File: config.mk
export PLATFORM = sky130hd
export DESIGN_NAME = clkdiv_prog
export DESIGN_NICKNAME = d
export VERILOG_FILES = /design/src/rtl/clkdiv_prog.sv
export SDC_FILE = /design/constraint.sdc
export NUM_CORES = 1
export LEC_CHECK = 0
export ABC_AREA = 1
export CORE_MARGIN = 3
export CORE_UTILIZATION = 50
export DETAILED_ROUTE_END_ITERATION = 6
export HOLD_SLACK_MARGIN = 0.02
export MAX_ROUTING_LAYER = met4
export PLACE_DENSITY = 0.82
export SLEW_MARGIN = 5
export SYNTH_ARGS = -nofsm -noshare
export SYNTH_HDL_FRONTEND = slang
export SYNTH_SLANG_ARGS = --single-unit
File: constraint.sdc
create_clock -name clk -period 2.6 [get_ports clk]
set_input_delay 0.52 -clock clk [delete_from_list [all_inputs] [get_ports clk]]
set_output_delay 0.52 -clock clk [all_outputs]
set_load 0.02 [all_outputs]
File: src/rtl/clkdiv_prog.sv
// Programmable clock-enable divider: runtime-loadable ratio N, ~50% square wave and one-cycle
// tick per period. Reloads take effect only at a wrap, so periods are never cut short.
module clkdiv_prog #(
  parameter int unsigned WIDTH       = 16,
  parameter int unsigned DEFAULT_DIV = 32
) (
  input  logic             clk,
  input  logic             rst,
  input  logic             en,
  input  logic [WIDTH-1:0] div_in,
  input  logic             div_load,
  output logic             clk_out,
  output logic             tick,
  output logic [WIDTH-1:0] count,
  output logic [WIDTH-1:0] div_active,
  output logic             pending
);

  localparam logic [WIDTH-1:0] DivRst = WIDTH'(DEFAULT_DIV);
  localparam logic [WIDTH-1:0] DivMin = WIDTH'(2);

  logic [WIDTH-1:0] count_q, count_d;
  logic [WIDTH-1:0] div_active_q, div_active_d;
  logic [WIDTH-1:0] pend_div_q, pend_div_d;
  logic             pending_q, pending_d;
  logic             clk_out_q, clk_out_d;
  logic             tick_q, tick_d;

  logic [WIDTH-1:0] load_val;
  logic [WIDTH-1:0] count_inc;
  logic [WIDTH-1:0] half_ceil;
  logic             at_last;
  logic             wrap;

  // Ratios below 2 are clamped at capture so div_active can never hold 0 or 1.
  assign load_val  = (div_in < DivMin) ? DivMin : div_in;
  assign count_inc = count_q + WIDTH'(1);
  assign half_ceil = (div_active_q >> 1) + {{(WIDTH-1){1'b0}}, div_active_q[0]};
  assign at_last   = (count_q == (div_active_q - WIDTH'(1)));
  assign wrap      = en & at_last;

  always_comb begin
    count_d      = count_q;
    clk_out_d    = clk_out_q;
    tick_d       = 1'b0;
    div_active_d = div_active_q;
    pend_div_d   = pend_div_q;
    pending_d    = pending_q;

    if (wrap) begin
      count_d   = '0;
      clk_out_d = 1'b0;
      tick_d    = 1'b1;
      pending_d = 1'b0;
      // A load coinciding with the wrap beats any older pending ratio.
      if (div_load) begin
        div_active_d = load_val;
      end else if (pending_q) begin
        div_active_d = pend_div_q;
      end
    end else begin
      if (en) begin
        count_d   = count_inc;
        clk_out_d = (count_inc >= half_ceil);
      end
      if (div_load) begin
        pend_div_d = load_val;
        pending_d  = 1'b1;
      end
    end
  end

  always_ff @(posedge clk) begin
    if (rst) begin
      count_q      <= '0;
      clk_out_q    <= 1'b0;
      tick_q       <= 1'b0;
      div_active_q <= DivRst;
      pend_div_q   <= '0;
      pending_q    <= 1'b0;
    end else begin
      count_q      <= count_d;
      clk_out_q    <= clk_out_d;
      tick_q       <= tick_d;
      div_active_q <= div_active_d;
      pend_div_q   <= pend_div_d;
      pending_q    <= pending_d;
    end
  end

  assign count      = count_q;
  assign clk_out    = clk_out_q;
  assign tick       = tick_q;
  assign div_active = div_active_q;
  assign pending    = pending_q;

endmodule

==> out/metrics.yaml, run 1 <==
run_status:
  status: "finished, violations left"
  violations: "setup timing"
grt:
  antenna_found_initial: 0
  grt_pass1_wl_um: 16800
  grt_max_degree: 33
  grtUsageTotal_pct: 23.7
  grt_pass1_vias: 3716
  overflow: 0
critical_path:
  slowest_stage: "dfxtp_2"
  worstSetupPathType: "flip-flop to flip-flop"
  crit_path_frequent_cell: "nand2_1"
  worst_r2r_endpoint: "clk_out$_SDFFE_PP0P_"
  timing.rr.start: "div_active[1]$_SDFFE_PP0P_"
  cp-end-kind: "flip-flop"
  worstSetupStartpointType: "flip-flop"
  worstPathMaxFanout: 3
  worst_ep_required_time_ns: 2.86
  reg2reg_depth: 18
  worstPathCellList: "ha_4, ha_4, nand2_4, nor3_4, nand3_2, nor3_4, nand2_1, xor2_1, inv_1, ha_1, nand2_1, inv_2, nand3_2, nor3_2, nand3_1, nand3_1, nand2_1, a21oi_2"
  ff2ff_setup_slack_ns: -0.07
  critPathArrivalTime_ns: 2.93
  startpoint: "div_active[1]$_SDFFE_PP0P_"
  slowest_delay_ns: 0.37
  endpoint: "clk_out$_SDFFE_PP0P_"
logic_synthesis:
  yosys-top-cells-count: "nand2_1 (192), nor2_1 (94), inv_1 (66)"
  synth_edf_count: 0
  synthAdderAreaFrac_pct: 6.40
  synth.distinct_cells: 38
  syn_area_per_cell_um2: 6.34
  synth_nets: 657
  synth_most_common_cell: "nand2_1"
  synthXorXnorAreaFrac_pct: 7.16
  synth_top_family_by_area: "simple AND/OR/NAND/NOR gates"
  synthFlopType: "dfxtp_1"
  synth_compound_area_share_pct: 8.25
  synth_seq_cells: 51
  synthCells: 617
  synth_top_area_cell: "dfxtp_1"
  seq_area_frac_synth_pct: 26.1
  ys_warn_count: 0
  netlist_area_um2: 3910
  yosysTopAreaCellShare_pct: 26.1
  synthSimpleGateAreaFrac_pct: 41.0
  async_flop_share_pct: 0
  muxShareOfSynthArea_pct: 0
  yosys-top-cells-area: "dfxtp_1 (26%), nand2_1 (18%), nor2_1 (9.0%)"
clock_tree:
  clockBufferDepth: 2
  cts.sink_count: 51
  clockRootBuffer: "clkbuf_8"
  cts_tree: "done"
  ctsHoldBuffers: 0
  cts-htree-levels: 2
  worst_skew_pair.late_latency_ns: 0.32
  clk_pin_slew_worst_paths_ns: 0.11
  cts_made_buffers: 5
layout:
  utilization_pct: 69.4
  fillCellCount: 595
  layout.nets: 744
  layoutNonFillerInstCount: 804
  antenna_cells: 0
  drive_gt1_share_pct: 17.4
  syn2layout_area_growth_pct: 31.4
routing:
  drc_errors: 0
  first_iter_violations: 365
  drtPass1Iterations: 5
  drt-wirelength-per-cell_um: 13.7
  viasPerCell: 5.23
  wl_um: 11000
  via_count: 4202
  ant_nets: 0
job:
  maxCapViolations: 0
place:
  post-place-cells: 783
  hpwl_um: 7770
  gp_congestion: 0.894
  io_buffers: 54
  preCtsSetupSlack_ns: -0.0678
timing:
  rsz0062_at_grt: "yes"
  max_freq_mhz: 374
  period_share_pct: 103
  finalHoldViolations: 0
  relSlewSlack_pct: 64.5
  setup_slack_ns: -0.0714
  min_period_ns: 2.67
  whs_ns: 0.495
  worstMarginPinSlew_ns: 0.533
  fin_skew_ns: 0.0105
  slew_violations: 0
  fin_tns_setup_ns: -0.0714
  finalSetupViolations: 1
floorplan:
  die_w_um: 94.5
  die_area_um2: 8920
  coreArea_um2: 7410
  ios: 55
  die_height_um: 94.5
  rows: 31
  floorplan.initialDensity_pct: 52.8
pwr:
  vdd_ir_drop_max_uv: 223
  p_leak_nw: 2.64
  powerDensity_nw_per_um2: 327
worst_hold_path:
  hold_path_class: "flip-flop to flip-flop"
[flip-flops by register name, indices dropped and copies added, names as in the netlist]
register	count
tick	1
pend_div_q	16
pending	1
div_active	16
clk_out	1
count	16
[critical path, delay by kind of cell (launching register included)]
kind            cells  cell delay [ns]
flops               1             0.37
simple gates       11             1.28
xor+xnor            1             0.16
compound gates      1             0.10
buf+inv             2             0.12
fa+ha+maj           3             0.56
[routing by layer]
layer	vias up	track usage, %	wire length (um)
met5	-	-	0
li1	2105	-	-
met2	147	39.4	5590
met3	17	2.95	644
met4	0	7.33	206
met1	1933	30.0	4540
[worst min path at each step]
| stage | startpoint | endpoint | slack, ns | cells past startpoint |
|---|---|---|---|---|
| after detailed placement | pend_div_q[9]$_SDFFE_PP0P_ | pend_div_q[9]$_SDFFE_PP0P_ | 0.47 | 2 |
| after floorplan | pend_div_q[14]$_SDFFE_PP0P_ | pend_div_q[14]$_SDFFE_PP0P_ | 0.45 | 2 |
| after CTS | pend_div_q[9]$_SDFFE_PP0P_ | pend_div_q[9]$_SDFFE_PP0P_ | 0.50 | 2 |
| final | pend_div_q[11]$_SDFFE_PP0P_ | pend_div_q[11]$_SDFFE_PP0P_ | 0.50 | 2 |
| after global routing | pend_div_q[11]$_SDFFE_PP0P_ | pend_div_q[11]$_SDFFE_PP0P_ | 0.52 | 2 |
| after global placement | pend_div_q[9]$_SDFFE_PP0P_ | pend_div_q[9]$_SDFFE_PP0P_ | 0.46 | 2 |
[power breakdown]
group	switching (mW)	total [mW]	internal (mW)
registers	0.0239	0.837	0.813
logic	0.196	0.343	0.147
clock network	0.305	0.501	0.196
[final cells by class]
class                      count  area (um^2)  share of cell area [%]
clock inverter                 3         22.5                   0.438
sequential                    51         1030                    20.0
inverter                      72          277                    5.38
multi-input combinational    476         2710                    52.7
timing repair buffer          98          912                    17.7
clock buffer                   5         68.8                    1.34
tap                           99          124                    2.41
[logic make-up after synthesis]
logic type,count (synthesis)
adder cells (fa/ha/maj),20
XOR/XNOR,32
AO/OA/AOI/OAI,62
flip-flops,51
buffers and inverters,94
AND/OR/NAND/NOR,358
[what timing repair did]
item | in CTS | in global routing
setup endpoints to repair | 1 | 29
setup buffers | 0 | 9
endpoints found under the hold margin | 0 | 0
gates resized for setup | 3 | 40
pin swaps | 0 | 16
gates cloned | 0 | 5
[placed cells by master, fill, tap and decap left out, drive strengths merged]
master and count:
clkinvlp 1, o211ai 1, a22oi 1, buf 43, nor2 105, and2 1
nand3b 10, nand2 197, ha 20, inv 71, clkinv 3, xnor2 7
nor3 8, clkbuf 6, nand3 29, nor4 4, xor2 25, or2 2
nand4 6, a21oi 28, o21ai 32, dfxtp 51, clkdlybuf4s50 54
[through the flow]
stage	area, um^2	power (mW)
global route	5140	1.75
finish	5140	1.68
CTS	4800	1.66
global placement	4690	1.16
floorplan	3930	1.05
detailed placement	4690	1.17
No activity file was read; power rests on OpenSTA's default activity.
==> inputs of run 2 (changes only) <==
--- a/config.mk
+++ b/config.mk
@@ -7,11 +7,11 @@
 export LEC_CHECK = 0
 export ABC_AREA = 1
 export CORE_MARGIN = 3
-export CORE_UTILIZATION = 50
+export CORE_UTILIZATION = 29
 export DETAILED_ROUTE_END_ITERATION = 6
 export HOLD_SLACK_MARGIN = 0.02
 export MAX_ROUTING_LAYER = met4
-export PLACE_DENSITY = 0.82
+export PLACE_DENSITY = 0.54
 export SLEW_MARGIN = 5
 export SYNTH_ARGS = -nofsm -noshare
 export SYNTH_HDL_FRONTEND = slang
==> out/metrics.yaml, run 2 (same netlist as run 1, synthesis figures left out) <==
layout:
  drive_gt1_share_pct: 17.5  # +0.018 points
  final_common_cell: "nand2_1"
  regArea_um2: 1030  # +0.24%
  final_cell_mix: "nand2_1 (189), nor2_1 (91), inv_1 (63), clkdlybuf4s50_1 (54), buf_4 (48)"
  syn2layout_area_growth_pct: 34.4
  design_area_um2: 5260  # +2.3%
  layout.nets: 749  # +0.67%
  antenna_cells: 0  # unchanged
  multi_input_area_um2: 2660  # -1.9%
  fillCellCount: 1406  # +140%
critical_path:
  worstPathCellList: "ha_4, ha_4, nand2_4, nor3_4, nand3_2, nor3_2, nand2_1, xor2_1, inv_1, ha_1, nand2_1, inv_2, nand3_2, nor3_2, nand3_1, nand3_1, nand2_1, a21oi_2"
  slowest_delay_ns: 0.36  # about the same
  slowest_stage: "dfxtp_2"
  critPathArrivalTime_ns: 2.78  # -0.15 ns
  crit_path_frequent_cell: "nand2_1"
  worst_ep_required_time_ns: 2.84  # -0.02 ns
  cp-end-kind: "flip-flop"
  worstSetupStartpointType: "flip-flop"
  worstPathMaxFanout: 3  # unchanged
  worstSetupPathType: "flip-flop to flip-flop"
routing:
  drt-wirelength-per-cell_um: 12.8  # -6.4%
  viasPerCell: 4.53  # -13%
  wl_um: 11300  # +2.7%
  via_count: 3996  # -4.9%
  drtPass1Iterations: 4  # -1
  drc_errors: 0  # unchanged
  first_iter_violations: 278  # -24%
  ant_nets: 0  # unchanged
place:
  placed_area_um2: 4840  # +3.2%
  hpwl_um: 8650  # +11%
  io_buffers: 54  # unchanged
  gp_congestion: 0.857  # -4.1%
clock_tree:
  clockRootBuffer: "clkbuf_16"
  cts-htree-levels: 2  # unchanged
  worst_skew_pair.late_latency_ns: 0.30  # -0.02 ns
  cts.sink_count: 51  # unchanged
  cts_made_buffers: 5  # unchanged
  ctsHoldBuffers: 0  # unchanged
  clk_pin_slew_worst_paths_ns: 0.08  # -0.03 ns
  cts_tree: "done"
  clockBufferDepth: 2  # unchanged
worst_hold_path:
  hold_path_class: "flip-flop to flip-flop"
timing:
  rsz0062_at_grt: "yes"
  finalHoldViolations: 0  # unchanged
  worstMarginPinSlew_ns: 0.515  # -0.0177 ns
  slew_violations: 0  # unchanged
  period_share_pct: 97.7  # -5.0 points
  min_period_ns: 2.54  # -0.131 ns
  max_freq_mhz: 394  # +5.1%
  fin_skew_ns: 0.00758  # -0.00289 ns
  finalSetupViolations: 0  # -1
  relSlewSlack_pct: 65.6  # +1.2 points
floorplan:
  die_height_um: 122  # +29%
  rows: 41  # +32%
  die_w_um: 122  # +29%
  coreArea_um2: 12900  # +74%
  die_area_um2: 14900  # +67%
  floorplan.initialDensity_pct: 30.3  # -23 points
  ios: 55  # unchanged
grt:
  antenna_found_initial: 0  # unchanged
  overflow: 0  # unchanged
  grtUsageTotal_pct: 15.6  # -8.1 points
  grt_pass1_wl_um: 18400  # +9.6%
  grt_pass1_vias: 3846  # +3.5%
  grt_max_degree: 34  # +3.0%
pwr:
  powerDensity_nw_per_um2: 355  # +8.7%
  p_leak_nw: 2.59  # -2.0%
  vdd_ir_drop_max_uv: 236  # +5.9%
  power.total_mw: 1.87  # +11%
job:
  maxCapViolations: 0  # unchanged
run_status:
  status: "completed"
-- run 2: changes by cell type in the layout (fill, tap and decap cells not counted), sizes merged --
cell      previous run  this run
nand3b              10         9
buf                 43        50
clkinvlp             1         2
inv                 71        70
clkinv               3         2
-- run 2: path summary, 6_finish.rpt --
kind                               startpoint                     endpoint  slack (ns)  cells after the start
setup / recovery   div_active[0]$_SDFFE_PP0P_         clk_out$_SDFFE_PP0P_        0.06                     18
hold / removal    pend_div_q[10]$_SDFFE_PP0P_  pend_div_q[10]$_SDFFE_PP0P_        0.48                      2
setup reg to reg   div_active[0]$_SDFFE_PP0P_         clk_out$_SDFFE_PP0P_        0.06                     18
hold reg to reg   pend_div_q[10]$_SDFFE_PP0P_  pend_div_q[10]$_SDFFE_PP0P_        0.48                      2
-- run 2: per-layer routing --
metal | track usage (%) | vias to the layer above | wire [um]
li1 | - | 2111 | -
met4 | 3.08 | 0 | 104
met1 | 21.0 | 1803 | 5480
met2 | 25.1 | 72 | 5210
met5 | - | - | 0
met3 | 2.23 | 10 | 485
-- run 2: final cells by class --
class                   instances  area share, %
flip-flops and latches         51           19.6
clock buffers                   6           2.45
repair buffers                104           17.7
multi-input cells             475           50.6
inverters                      72           5.31
clock inverters                 2          0.309
well taps                     172           4.09
-- run 2: power by group --
| part | internal (mW) | switching, mW |
|---|---|---|
| combinational | 0.148 | 0.192 |
| clock | 0.362 | 0.331 |
| sequential | 0.813 | 0.0218 |
| total | 1.32 | 0.545 |
-- run 2: metrics by stage --
stage          hold slack (ns)  setup slack (ns)  setup TNS (ns)  cells  utilization, %
3_3_place_gp             0.461            0.0475               0    862            37.5
5_1_grt                  0.515            -0.157           -1.06    882            40.7
3_5_place_dp             0.469           -0.0403         -0.0403    862            37.5
4_1_cts                  0.488            0.0230               0    870            38.7
6_report                 0.483            0.0592               0    882            40.7
2_1_floorplan            0.452            0.0108               0    617               -
-- run 2: critical path: cells and delay by family, from the launching register on --
family                     cells  cell delay (ns)
AOI/OAI and AO/OA              1             0.10
xor gates and xnor gates       1             0.12
adders and majority gates      3             0.55
buffers and inverters          2             0.11
DFF                            1             0.36
and+or+nand+nor               11             1.25
-- run 2: timing repair --
action                                  in CTS  in global routing
gates cloned                                 0                  3
setup buffers                                0                 10
resized for setup                            3                 33
pin swaps                                    0                 11
endpoints found under the setup margin       1                 23
